File: src/rtl/rx_frame_ctrl.sv
// UART receive frame sequencer: start-bit qualification, mid-bit sampling, shift/load strobes and byte-ready handshake.
// Optional parity checking (extra PARITY state and parity_err output) is compiled in with `define RX_PARITY_EN.
module rx_frame_ctrl #(
  parameter int OVS        = 16,
  parameter int DATA_BITS  = 8,
  parameter int STOP_BITS  = 1,
  parameter int PARITY_ODD = 0
) (
  input  logic clk,
  input  logic rst_n,
  input  logic tick,
  input  logic rxd,
  output logic shift_en,
  output logic sample,
  output logic load,
  output logic rx_ready,
  input  logic rx_ack,
  output logic frame_err,
  output logic overrun,
  input  logic err_clr,
`ifdef RX_PARITY_EN
  output logic parity_err,
`endif
  output logic busy
);

  localparam int TW = $clog2(OVS);
  localparam int BW = $clog2(DATA_BITS + 1);
  localparam logic [TW-1:0] TICK_MID  = TW'(OVS / 2 - 1);
  localparam logic [TW-1:0] TICK_END  = TW'(OVS - 1);
  localparam logic [BW-1:0] LAST_DATA = BW'(DATA_BITS - 1);
  localparam logic [BW-1:0] LAST_STOP = BW'(STOP_BITS - 1);

`ifdef RX_PARITY_EN
  localparam logic PAR_SENSE = (PARITY_ODD != 0);
  typedef enum logic [2:0] {IDLE, START, DATA, PARITY, STOP} state_t;
  logic xor_acc;
  logic par_acc;
`else
  typedef enum logic [1:0] {IDLE, START, DATA, STOP} state_t;
`endif

  state_t        state;
  logic [TW-1:0] tick_cnt;
  logic [BW-1:0] bit_cnt;
  logic          stop_err;

  // Handshake updates sit before the frame logic so that a frame completing on
  // the same edge as rx_ack / err_clr overrides them (new byte pending, set wins).
  always_ff @(posedge clk or negedge rst_n) begin
    if (!rst_n) begin
      state     <= IDLE;
      tick_cnt  <= '0;
      bit_cnt   <= '0;
      stop_err  <= 1'b0;
      shift_en  <= 1'b0;
      sample    <= 1'b0;
      load      <= 1'b0;
      rx_ready  <= 1'b0;
      frame_err <= 1'b0;
      overrun   <= 1'b0;
      busy      <= 1'b0;
`ifdef RX_PARITY_EN
      xor_acc    <= 1'b0;
      par_acc    <= 1'b0;
      parity_err <= 1'b0;
`endif
    end else begin
      shift_en <= 1'b0;
      load     <= 1'b0;
      if (rx_ack && rx_ready) rx_ready <= 1'b0;
      if (err_clr) overrun <= 1'b0;

      if (tick) begin
        case (state)
          IDLE: begin
            if (!rxd) begin
              state    <= START;
              tick_cnt <= '0;
              busy     <= 1'b1;
            end
          end
          START: begin
            if (tick_cnt == TICK_MID) begin
              if (rxd) begin
                state <= IDLE;
                busy  <= 1'b0;
              end else begin
                state    <= DATA;
                tick_cnt <= '0;
                bit_cnt  <= '0;
                stop_err <= 1'b0;
`ifdef RX_PARITY_EN
                xor_acc  <= 1'b0;
`endif
              end
            end else begin
              tick_cnt <= tick_cnt + TW'(1);
            end
          end
          DATA: begin
            if (tick_cnt == TICK_END) begin
              shift_en <= 1'b1;
              sample   <= rxd;
              tick_cnt <= '0;
`ifdef RX_PARITY_EN
              xor_acc  <= xor_acc ^ rxd;
`endif
              if (bit_cnt == LAST_DATA) begin
                bit_cnt <= '0;
`ifdef RX_PARITY_EN
                state   <= PARITY;
`else
                state   <= STOP;
`endif
              end else begin
                bit_cnt <= bit_cnt + BW'(1);
              end
            end else begin
              tick_cnt <= tick_cnt + TW'(1);
            end
          end
`ifdef RX_PARITY_EN
          PARITY: begin
            if (tick_cnt == TICK_END) begin
              par_acc  <= (xor_acc ^ rxd) != PAR_SENSE;
              tick_cnt <= '0;
              state    <= STOP;
            end else begin
              tick_cnt <= tick_cnt + TW'(1);
            end
          end
`endif
          STOP: begin
            if (tick_cnt == TICK_END) begin
              tick_cnt <= '0;
              // Leave mid stop bit so the next start edge is never missed.
              if (bit_cnt == LAST_STOP) begin
                load      <= 1'b1;
                rx_ready  <= 1'b1;
                frame_err <= stop_err | ~rxd;
`ifdef RX_PARITY_EN
                parity_err <= par_acc;
`endif
                if (rx_ready && !rx_ack) overrun <= 1'b1;
                state <= IDLE;
                busy  <= 1'b0;
              end else begin
                stop_err <= stop_err | ~rxd;
                bit_cnt  <= bit_cnt + BW'(1);
              end
            end else begin
              tick_cnt <= tick_cnt + TW'(1);
            end
          end
          default: begin
            state <= IDLE;
            busy  <= 1'b0;
          end
        endcase
      end
    end
  end

endmodule

File: config.mk
export PLATFORM = sky130hd
export DESIGN_NAME = rx_frame_ctrl
export DESIGN_NICKNAME = d
export VERILOG_FILES = /design/src/rtl/rx_frame_ctrl.sv
export SDC_FILE = /design/constraint.sdc
export NUM_CORES = 1
export LEC_CHECK = 0
export ABC_AREA = 1
export BUFFER_PORTS_ARGS = -buffer_cell sky130_fd_sc_hd__buf_2
export CAP_MARGIN = 10
export CORE_ASPECT_RATIO = 0.7
export CORE_MARGIN = 2
export CORE_UTILIZATION = 50
export DETAILED_ROUTE_END_ITERATION = 12
export PLACE_DENSITY = 0.84
export SYNTH_ARGS = -nofsm -noshare
export SYNTH_HDL_FRONTEND = slang
export SYNTH_SLANG_ARGS = --single-unit
File: constraint.sdc
create_clock -name clk -period 1.4 [get_ports clk]
set_clock_uncertainty 0.2 [all_clocks]
set_input_delay 0.07 -clock clk [delete_from_list [all_inputs] [get_ports clk]]
set_output_delay 0.07 -clock clk [all_outputs]
set_load 0.01 [all_outputs]
Yosys cells after proc, flatten, opt, wreduce, memory -nomap -nowiden. Cells that the tools add are included.

Bits in registers: 18. Bits in latches: 0. Bits in writable memories: 0. Bits in read-only memories: 0. Output and inout bits: 7. Logic and storage cells: 93. Memories kept: 0.

$add $sub $neg: 2. Multipliers: 0. Div/mod/pow operators: 0. Order comparisons: 0. Eq/ne operators: 15. Shift operators: 0. Multiplexer cells: 48. Bitwise logic cells: 2. Reductions and logical operators: 15.

Operators with widths (number): $mux 4 (9); $mux 1 (27); $pmux 4 s3 (2); $reduce_and 7->1 (3); $ne 2x2->1 const B (9); $mux 2 (7); $add 4x1->4 const B (2); $eq 4x3->1 const B (2); $pmux 2 s4 (1); $reduce_and 6->1 (1); $reduce_bool 3->1 (2); $eq 2x2->1 const B (2); $eq 4x4->1 const B (1); $logic_not 4->1 (1); $reduce_and 4->1 (1); $pmux 1 s3 (1); $reduce_and 3->1 (1); $eq 2x1->1 const B (1); $logic_and 1x1->1 (2); $logic_not 2->1 (1); $pmux 1 s2 (1); $reduce_bool 2->1 (1); $reduce_or 2->1 (1); $logic_not 1->1 (1); other kinds (2) (2).

Longest topological paths before layout.
Word-level depth: 7. Gate-level depth with buffers: 10. Mapped depth without buffers: 10.

Worst setup path before layout. No wires, ideal clock.

Path kind: register -> register. From: reg tick_cnt[0]. To: reg (tool-made name). Library setup time: 0.117 ns. Arrival time: 1.142 ns. Required time: 1.083 ns. Path slack: -0.059 ns. Cell stages (with the launch flop): 9. Period minus slack after synthesis: 1.459 ns. Cells stage by stage: dfrtp_1 -> ha_1 -> nand3_2 -> nand2_1 -> nand2_1 -> nor2_2 -> nand3_1 -> nand2_1 -> nand2_1.

RTL lines: start, declared (RTL line 44) `logic [TW-1:0] tick_cnt;`; start signal, assigned (RTL line 98) `tick_cnt <= tick_cnt + TW'(1);`; start signal, assigned (RTL line 120) `tick_cnt <= tick_cnt + TW'(1);`; start signal, assigned (RTL line 153) `tick_cnt <= tick_cnt + TW'(1);`.

Final worst setup path.
From: reg tick_cnt[1]. To: reg bit_cnt[2].

Cells in the longest elaborated chain, start to end: 3. Elaborated cells on any way between the ends: 6. Classes of those cells: eq/ne (5); reduce/logical (1).

Ends and longest elaborated chain: $eq 4x4->1 or $eq 4x3->1 (tied branches) (RTL line 102, 135, 84); $ne 2x2->1 (no source line); $reduce_and 7->1 (no source line) (*); end signal, assigned (RTL line 117) `bit_cnt <= bit_cnt + BW'(1);`; end signal, assigned (RTL line 150) `bit_cnt <= bit_cnt + BW'(1);`; end, declared (RTL line 45) `logic [BW-1:0] bit_cnt;`.

Mark *: on every way between the ends. The rest lies on a longest branch, timed or not. A chain may end at the register's enable or synchronous reset.

==> metrics.md <==
| Metric | Value |
|---|---|
| Syn avg cell area | 7.689 sq um |
| DR vias | 1013 |
| CP endpoint kind | flop |
| Max-cap violations | 0 |
| HP Class | input pin to asynchronous set/reset pin |
| CP Launch Type | flop |
| Tot Pwr | 2.529 mW |
| Most common cell after layout, fill and taps aside | nand2_1 |
| Post-route non-filler standard cell count | 196 |
| Diode count | 0 |
| Final Wtd Congestion | 0.9496 |
| Distinct cells, synth | 21 |
| Final setup fails | 15 |
| Pre-antenna DRT Iters | 4 |
| Critical Path RT | 1.41 ns |
| Die area | 0.002512 sq mm |
| Final WL | 2606 um |
| Type of the worst setup path | flop to flop |
| Share of cells above drive strength 1 | 51.15% |
| Pleak | 0.7798 nW |
| GRT Total Usage | 20.67% |
| Ys Warns | 0 |
| Die width | 59.06 um |
| Worst slew margin | 72.54% |
| Final HPWL DP | 1592 um |
| FMAX | 640.2 MHz |
| Core region area | 0.001936 sq mm |
| Outcome | finished with violations |
| Grt ovf | 0 |
| Largest net degree at the start of global routing | 19 |
| Combinational fraction of design power | 55.8% |
| Die Height | 42.54 um |
| Worst-Skew Late Latency | 0.31 ns |
| Clock buffer count from CTS | 3 |
| Root buffer cell | clkbuf_4 |
| Maximum VDD drop | 1459 uV |
| Clock Power Share | 13.4% |
| Antenna-violating nets left | 0 |
| Nets | 184 |
| Util after Layout | 78.41% |
| Reg power frac | 30.8% |
| Routed vias/inst | 5.168 |
| Switch Pwr | 1.139 mW |
| Port Buffer Count | 12 |
| Syn-to-layout area delta | 43.04% |
| Worst Max-Slew Pin Slew | 0.4118 ns |
| TritonCTS clock tree | built |
| Setup WS post-layout | -0.1619 ns |
| WP data arrival | 1.57 ns |
| Site Rows | 13 |
| Initial antenna violation count | 0 |
| Int Power | 1.390 mW |
| Final hold vios | 0 |
| Routed length per instance | 13.30 um |
| Syn Inst Count | 138 |
| Sw Share | 45.02% |
| Clk buf depth | 2 |
| Sequential-to-total area share from yosys stat | 42.45% |
| RSZ-0062 raised after global routing | true |
| First-pass GRT wire length | 3884 um |
| Crit-path max FO | 4 |
| DRC | 0 |
| Mapped Area | 0.001061 sq mm |
| Number of H-tree levels | 1 |
| Tcrit/Tclk final | 111.6% |
| Placed Cells | 183 |
| Initial Util | 54.82% |
| Drt initial violations | 41 |
| Post-synth net total | 147 |
| Failing checks | negative setup slack |
| Most frequent cells in the layout | nand2_1 (29), nand2_2 (19), dfrtp_1 (16), buf_4 (16), buf_2 (12) |
| Power Density | 1667 mW/mm^2 |
| Seq cells post-synth | 18 |
| CTS Sinks | 18 |
| IO Count | 13 |
| Fillcell total | 129 |
| Reg clk slew, reported paths | 0.11 ns |
| Min cycle time layout | 1.562 ns |
| Vias in the first global route | 866 |
| Max Slew Vio Count | 0 |
-- power by group through the flow --
stage                     registers (mW)  logic [mW]  clock network (mW)
after floorplan                    0.715       0.720                   0
after global placement             0.763       0.916                   0
after detailed placement           0.768       0.941                   0
after CTS                          0.759        1.17               0.337
after global routing               0.798        1.54               0.358
final                              0.780        1.41               0.338
-- logic make-up after synthesis --
logic type / count (synthesis) / synth area share (%)
simple gates: 83 / 36.20
buf+inv: 18 / 8.726
flops: 18 / 42.45
compound gates: 13 / 6.603
xor+xnor: 3 / 2.477
fa+ha+maj: 3 / 3.538
-- metrics by stage --
stage | hold slack (ns) | TNS [ns] | worst slack (ns) | cell area [sq um]
6_report | 0.006378 | -1.432 | -0.1619 | 1518
5_1_grt | 0.04819 | -2.340 | -0.2000 | 1518
4_1_cts | 0.02237 | -0.6947 | -0.07427 | 1421
3_5_place_dp | -0.1774 | -0.8616 | -0.1154 | 1230
3_3_place_gp | -0.1815 | -0.5276 | -0.08540 | 1230
2_1_floorplan | -0.4256 | -0.005890 | -0.005890 | 1074
-- path summary, 6_finish.rpt --
check,slack [ns],startpoint,end,cells past startpoint
worst max-delay path,-0.16,tick_cnt[1],bit_cnt[2],8
worst min register to register,0.29,sample,sample,2
max in group asynchronous,0.69,rst_n,asynchronous set/reset pin,2
min in group clk,0.28,err_clr,overrun,3
worst min-delay path,0.006,rst_n,tick_cnt[2],2
worst max register to register,-0.16,tick_cnt[1],bit_cnt[2],8
-- layer usage --
metal	GRT usage, %	vias up	routed length [um]
met5	0	-	0
met4	4.091	0	59
met3	5.556	8	129
met2	32.00	31	1243
met1	28.93	468	1174
li1	-	506	-
-- state kept, by name, indices dropped and copies added (netlist names), named ones only --
register and count:
bit_cnt 4, tick_cnt 4, busy 1, frame_err 1
load 1, overrun 1, rx_ready 1, sample 1
shift_en 1, state 1, stop_err 1
-- synth_stat cells, drive strengths merged --
library cell / n / area share [%]
o2bb2ai: 1 / 0.83
nand3: 10 / 6.6
inv: 15 / 5.3
clkbuf: 1 / 1.3
nand2: 54 / 20
xor2: 2 / 1.7
ha: 3 / 3.5
o21ai: 8 / 3.8
nand4: 2 / 1.2
dfrtp: 18 / 42
nor2: 17 / 8.4
buf: 2 / 2.1
xnor2: 1 / 0.83
a21oi: 3 / 1.4
o22ai: 1 / 0.59
-- cell type report --
class                   instances  area [sq um]  area share (%)
multi-input cells             102         689.4           45.42
flip-flops and latches         18         452.9           29.84
repair buffers                 35         252.7           16.65
inverters                      15         58.81           3.875
clock buffers                   4         36.28           2.391
well taps                      22         27.53           1.814
-- critical path: stages, from the launching register on --
cell and delay, ns:
dfrtp_1 0.42, ha_4 0.19, nand3_4 0.12, nand2_4 0.11, nand3_4 0.10, inv_4 0.12
nand2_4 0.09, nand2_2 0.07, nand2_1 0.05
-- timing repair --
action	4_1_cts	5_1_grt
setup endpoints to repair	14	17
pin swaps	9	12
setup buffers	5	0
hold endpoints to repair	26	0
hold buffers	5	0
resized for setup	21	32
Power figures use the tool's default switching activity.
